--- config.mk ---
export PLATFORM = sky130hd
export DESIGN_NAME = pipe_skid
export DESIGN_NICKNAME = d
export VERILOG_FILES = /design/src/rtl/pipe_skid.sv
export SDC_FILE = /design/constraint.sdc
export NUM_CORES = 1
export LEC_CHECK = 0
export ABC_AREA = 0
export CAP_MARGIN = 20
export CORE_ASPECT_RATIO = 0.5
export CORE_MARGIN = 1
export CORE_UTILIZATION = 48
export CTS_CLUSTER_DIAMETER = 80
export DETAILED_ROUTE_END_ITERATION = 10
export PLACE_DENSITY = 0.79
export SLEW_MARGIN = 20
export SYNTH_ARGS = -nofsm -noshare
export SYNTH_HDL_FRONTEND = slang
export SYNTH_SLANG_ARGS = --single-unit
--- constraint.sdc ---
create_clock -name clk -period 2.7 [get_ports clk]
set_input_delay 0.54 -clock clk [delete_from_list [all_inputs] [get_ports clk]]
set_output_delay 0.54 -clock clk [all_outputs]
set_load 0.005 [all_outputs]
--- src/rtl/pipe_skid.sv ---
// ---------------------------------------------------------------------------
// pipe_skid -- two-entry skid register slice with valid/ready on both sides.
//
// Sits between pipeline stages so a downstream stall never reaches the
// upstream side combinationally. It sustains one word per cycle, has one
// cycle of latency, and drives in_ready straight from a flop.
//
// Ports
//   clk        in   1      clock, all state updates on posedge
//   rst        in   1      asynchronous reset, active-high
//   in_valid   in   1      producer has data on in_data
//   in_ready   out  1      slice can accept (registered)
//   in_data    in   width  producer data
//   out_valid  out  1      out_data is valid
//   out_ready  in   1      consumer takes out_data this cycle
//   out_data   out  width  registered output data (main entry)
//   flush      in   1      synchronous discard of both entries
//                          (present only when PIPE_SKID_FLUSH_EN is defined)
//
// Build option
//   PIPE_SKID_FLUSH_EN  adds the flush port. When it is undefined, only rst
//                       clears the slice.
// ---------------------------------------------------------------------------
module pipe_skid #(
   parameter int               width      = 32,
   parameter logic [width-1:0] flush_data = '0
) (
   input  logic             clk,
   input  logic             rst,
   input  logic             in_valid,
   output logic             in_ready,
   input  logic [width-1:0] in_data,
   output logic             out_valid,
   input  logic             out_ready,
   output logic [width-1:0] out_data
`ifdef PIPE_SKID_FLUSH_EN
   ,
   input  logic             flush
`endif
);

   // EMPTY: no data, FULL: main entry only, SKID: main and skid entries.
   typedef enum logic [1:0] {
      EMPTY = 2'd0,
      FULL  = 2'd1,
      SKID  = 2'd2
   } state_t;

   state_t           state_q, state_d;
   logic [width-1:0] main_q, main_d;
   logic [width-1:0] skid_q;
   logic             skid_load;
   logic             in_ready_q;
   logic             in_acc, out_acc;

   assign out_valid = (state_q != EMPTY);
   assign in_ready  = in_ready_q;
   assign out_data  = main_q;

   assign in_acc  = in_valid & in_ready_q;
   assign out_acc = out_valid & out_ready;

   // NOTE: every signal driven here gets its default first, so no path can infer a latch.
   always_comb begin
      state_d   = state_q;
      main_d    = main_q;
      skid_load = 1'b0;

      unique case (state_q)
         EMPTY: begin
            if (in_acc) begin
               state_d = FULL;
               main_d  = in_data;
            end
         end
         FULL: begin
            if (in_acc && out_acc) begin
               main_d = in_data;
            end else if (in_acc) begin
               // The consumer stalled, so park the new word behind the main entry.
               state_d   = SKID;
               skid_load = 1'b1;
            end else if (out_acc) begin
               // main_q keeps its last value. It is not observable while EMPTY.
               state_d = EMPTY;
            end
         end
         SKID: begin
            if (out_acc) begin
               state_d = FULL;
               main_d  = skid_q;
            end
         end
         default: state_d = EMPTY;
      endcase

`ifdef PIPE_SKID_FLUSH_EN
      // A flush overrides any accept in the same cycle, so the input word is dropped.
      if (flush) begin
         state_d   = EMPTY;
         main_d    = flush_data;
         skid_load = 1'b0;
      end
`endif
   end

   // NOTE: sequential state uses non-blocking assignments, so every flop samples pre-edge values.
   always_ff @(posedge clk or posedge rst) begin
      if (rst) begin
         state_q    <= EMPTY;
         main_q     <= flush_data;
         in_ready_q <= 1'b1;
      end else begin
         state_q    <= state_d;
         main_q     <= main_d;
         // Register in_ready from the next state so it never depends on out_ready combinationally.
         in_ready_q <= (state_d != SKID);
      end
   end

   // NOTE: the skid word has no reset. It is read only in SKID, which always follows a load.
   always_ff @(posedge clk) begin
      if (skid_load) begin
         skid_q <= in_data;
      end
   end

endmodule

# After elaboration in Yosys (flattened, before gate mapping)
# Index checks and enable logic that the tools add are counted.
totals:
  register_bits: 67
  inputBits: 36
op_classes:
  eq_ne: 6
  mux: 13
  bitwise: 2
  n_reduce_logical: 5
ops:
  columns: ["op", "n"]
  rows:
  - ["2-to-1 mux 32 bit", 3]
  - ["one-hot mux 32 bit (3 select lines)", 1]
  - ["2-to-1 mux 2 bit", 5]
  - ["!= test 2 bit, second input constant", 4]
  - ["one-hot mux 2 bit (3 select lines)", 1]
  - ["AND reduction 4 bit", 1]
  - ["2-to-1 mux 1 bit", 3]
  - ["nonzero test 3 bit", 1]
  - ["AND 1 bit", 2]
  - ["== test 2 x 1 -> 1 bit, second input constant", 1]
  - ["== test 2 bit, second input constant", 1]
  - ["zero test 2 bit", 1]
  - ["nonzero test 2 bit", 1]
  - ["logical AND 1 bit", 1]

# Longest topological paths before layout
depth:
  depth_word: 7
  mapped_depth: 5
  ltp_nobuf: 3

# Least setup slack after synthesis
# No wires, ideal clock.
synth_timing:
  kind: "input to register"
  from: "input port out_ready"
  to: "register skid_q[0], enable pin"
  setup_ns: 0.392
  t_arrival_ns: 1.767
  t_required_ns: 2.308
  setup_slack_ns: 0.540
  stages: 4
  path_cell_list: "nor2b_2 buf_6 buf_2 and2_1"
synth_via:
  elab_chain_len: 4
synth_rtl:
  columns: ["element", "line_no", "rtl"]
  rows:
  - ["from (decl)", "34", "input logic out_ready,"]
  - ["AND 1 bit", "61", "assign out_acc = out_valid & out_ready;"]
  - ["logical AND 1 bit", "77", "if (in_acc && out_acc) begin"]
  - ["2-to-1 mux 1 bit", "77", null]
  - ["2-to-1 mux 1 bit", "69", "unique case (state_q)"]
  - ["named net skid_load", "52", "logic skid_load;"]
  - ["to (signal assigned)", "124", "skid_q <= in_data;"]
  - ["to (decl)", "51", "logic [width-1:0] skid_q;"]
# The timed path passes the listed nets, and every way through them passes these cells.
# A chain may end at the register's enable or synchronous reset.

# Worst setup path in the final report
layout_timing:
  from: "register state_q[1]"
  to: "output port out_valid"
layout_via:
  elab_chain_len: 1
layout_rtl:
  columns: ["element", "line_no", "rtl"]
  rows:
  - ["from (decl)", "49", "state_t state_q, state_d;"]
  - ["from (signal assigned)", "114", "state_q <= state_d;"]
  - ["nonzero test 2 bit", "56", "assign out_valid = (state_q != EMPTY);"]
  - ["to (decl)", "33", "output logic out_valid,"]
# No other way between the ends.

==> summary.md <==
| Metric | Value |
|---|---|
| Vias | `about 1800` |
| Vias in the first global route | `roughly 1800` |
| Initial antenna violation count | `0` |
| Slew Viols, Final | `0` |
| Final period utilization | `0.775` |
| Worst-path cell chain | `or2_2, clkdlybuf4s50_1` |
| Outcome | `finished clean` |
| Share of layout cells above drive strength 1 | `0.125` |
| Setup_tns | `0 ns` |
| Crit path largest cell delay | `about 0.45 ns` |
| Post-CTS setup buffers | `0` |
| Crit Path Category | `flip-flop to primary output` |
| Critical Path RT | `roughly 2.2 ns` |
| Final hold vios | `0` |
| CTS resizes | `0` |
| DIE WIDTH | `107 um` |
| Worst path slowest cell | `dfrtp_1` |
| CTS clk-pin slew, worst paths | `approximately 0.070 ns` |
| Hpwl dp | `roughly 3700 um` |
| Hold Path Class | `flip-flop to flip-flop` |
| Asr flop ratio synth | `0.522` |
| GRT overflow | `0` |
| Startpoint type of the worst setup path | `flip-flop` |
| Drt drc | `0` |
| TritonCTS clock tree | `done` |
| H-tree Lvls | `3` |
| Clock Sinks | `67` |
| Fmax | `478 MHz` |
| Clock Tree Buf Depth | `2` |
| Largest net degree at the start of global routing | `36` |
| Final core occ | `0.699` |
| Clock root buffer master | `clkbuf_8` |
| Crit path capture type | `primary output` |
| Mean Syn Cell Area | `~17 um^2` |
| Pwr Density | `between 900 and 1000 mW/mm^2` |
| #FFs+latches synth | `67` |
| CTS Buf Count | `9` |
| WP buf/inv | `1` |
| First-iteration detailed-routing DRC count | `74` |
| Max-Slew Margin vs Limit | `0.646` |
| Time the worst path needs with I/O delays and setup | `around 2.1 ns` |
| Final Wtd Congestion | `between 0.7 and 0.8` |
| Tot GR Track Use | `0.212` |
| CTS Hold Bufs | `0` |
| Worst EP arrival | `about 1.6 ns` |
| Seq/Total Area, Yosys | `0.695` |
| Starting Density | `0.518` |
| Max FO, Critical Path | `8` |
| Mapped Cells | `160` |
| Lkg Pwr | `1.27 nW` |
| # diodes | `0` |
| Worst VDD drop | `0.514 mV` |
| Final Skew | `between 0.008 and 0.009 ns` |
| Share of the synthesized area in the top cell type | `0.363` |
| I/O Buffers | `69` |
| Net Count, Synth | `just under 200` |
| Row count | `18` |
| IO Pins | `70` |
| Synth top area cells | `edfxtp_1 36%, dfrtp_1 32%, o32a_1 11%, o21a_1 9.1%, buf_6 2.1%` |
| Clock latency on the worst-skew pair | `about 0.34 ns` |
| DR pass1 iterations | `4` |
| Synth cell types | `25` |
| Synth warn | `0` |
| Die area | `slightly below 0.006 mm^2` |
| Netlist Area Pre-Place | `about 0.0026 mm^2` |
| First-pass GRT wire length | `~8900 um` |
| Post-Route WL | `5550 um` |
| Worst slew pin tran | `approximately 0.53 ns` |
| Setup Viol. Count Final | `0` |
| Core area | `~0.005 mm^2` |
| Post-route antenna net violation count | `0` |
| Design Power | `0.00350 W` |
| Top FF cell, synth | `dfrtp_1` |
| Yosys top cell by area | `edfxtp_1` |
| Max cap viols | `0` |
| WL/cell | `17.9 um` |
| RSZ-0062 raised after global routing | `no` |
| Nets@finish | `271` |
| Vias per cell | `5.68` |
| Number of synthesized flops with an enable pin | `32` |
| CP delay by family, top | `flip-flops` |
| Vert. Die Dim | `roughly 55 um` |
| Area grow syn2layout | `35.1%` |
path summary, 6_finish.rpt:
check,start,to,slack (ns),depth (start not counted)
max,state_q[1],out_valid,0.61,2
min,out_data[10],out_data[10],0.49,1
max reg2reg,state_q[0],out_data[4],0.95,4
min reg2reg,out_data[10],out_data[10],0.49,1
max in group asynchronous,rst,in_ready,1.72,3
min in group asynchronous,rst,out_data[1],0.61,3
logic make-up after synthesis:
logic type      after synthesis  synth area share
compound gates               68             0.226
buf+inv                      15            0.0444
flops                        67             0.695
mux                           1           0.00378
simple gates                  9            0.0312
cells in the mapped netlist, types with 2 or more instances:
| master | instances |
|---|---|
| dfrtp_1 | 34 |
| edfxtp_1 | 32 |
| o32a_1 | 30 |
| o32a_2 | 2 |
| inv_1 | 2 |
| o21a_1 | 32 |
| buf_4 | 2 |
| buf_6 | 5 |
| buf_2 | 5 |
report_power, final:
group          internal, W  switching (W)
combinational     0.000726       0.000414
clock             0.000478       0.000345
sequential         0.00137       0.000163
total              0.00258       0.000923
final cells by class:
class / instances / area (um^2)
tap: 70 / 87.6
timing repair buffer: 77 / 751
clock inverter: 2 / 37.5
multi-input combinational: 78 / 691
clock buffer: 14 / 163
sequential: 67 / 1840
inverter: 2 / 7.51
fill: 358 / 1540
routing by layer:
metal  global-route usage  routed length, um  vias up  share of wire
met5                    0                  0        -              0
met4               0.0776                 42        0         0.0076
met3               0.0726                305        5          0.055
met2                0.370               2870       53           0.52
met1                0.254               2330      902           0.42
li1                     -                  -      801              -
registers in the layout, summed over array words and instances (netlist names):
signal    count
skid_q       32
state_q       2
in_ready      1
out_data     32
cells in the final DEF, fill, tap and decap left out:
master and count:
clkdlybuf4s50_1 69, dfrtp_1 34, o21a_1 32, edfxtp_1 32, o32a_1 30, clkbuf_8 11
buf_4 8, clkbuf_1 3, inv_1 2, o32a_2 2, nand3b_4 1, nor2b_2 1
nand3b_2 1, o21ai_4 1, nand2_1 1, mux2i_1 1, and3b_2 1, a21oi_1 1
o22ai_1 1, or2_2 1, or2b_1 1, nand4b_1 1, a21o_1 1, and2_1 1
clkinvlp_4 1, bufinv_16 1, dfstp_2 1
through the flow:
stage / hold WS [ns] / std cells / area [um^2] / setup slack, ns
floorplan: 0.480 / 160 / 2650 / 0.540
global placement: 0.477 / 294 / 3370 / 0.432
detailed placement: 0.479 / 294 / 3370 / 0.377
CTS: 0.496 / 310 / 3570 / 0.592
global route: 0.501 / 310 / 3570 / 0.541
finish: 0.493 / 310 / 3570 / 0.608
Note: power is estimated with default switching activity, not from simulation.
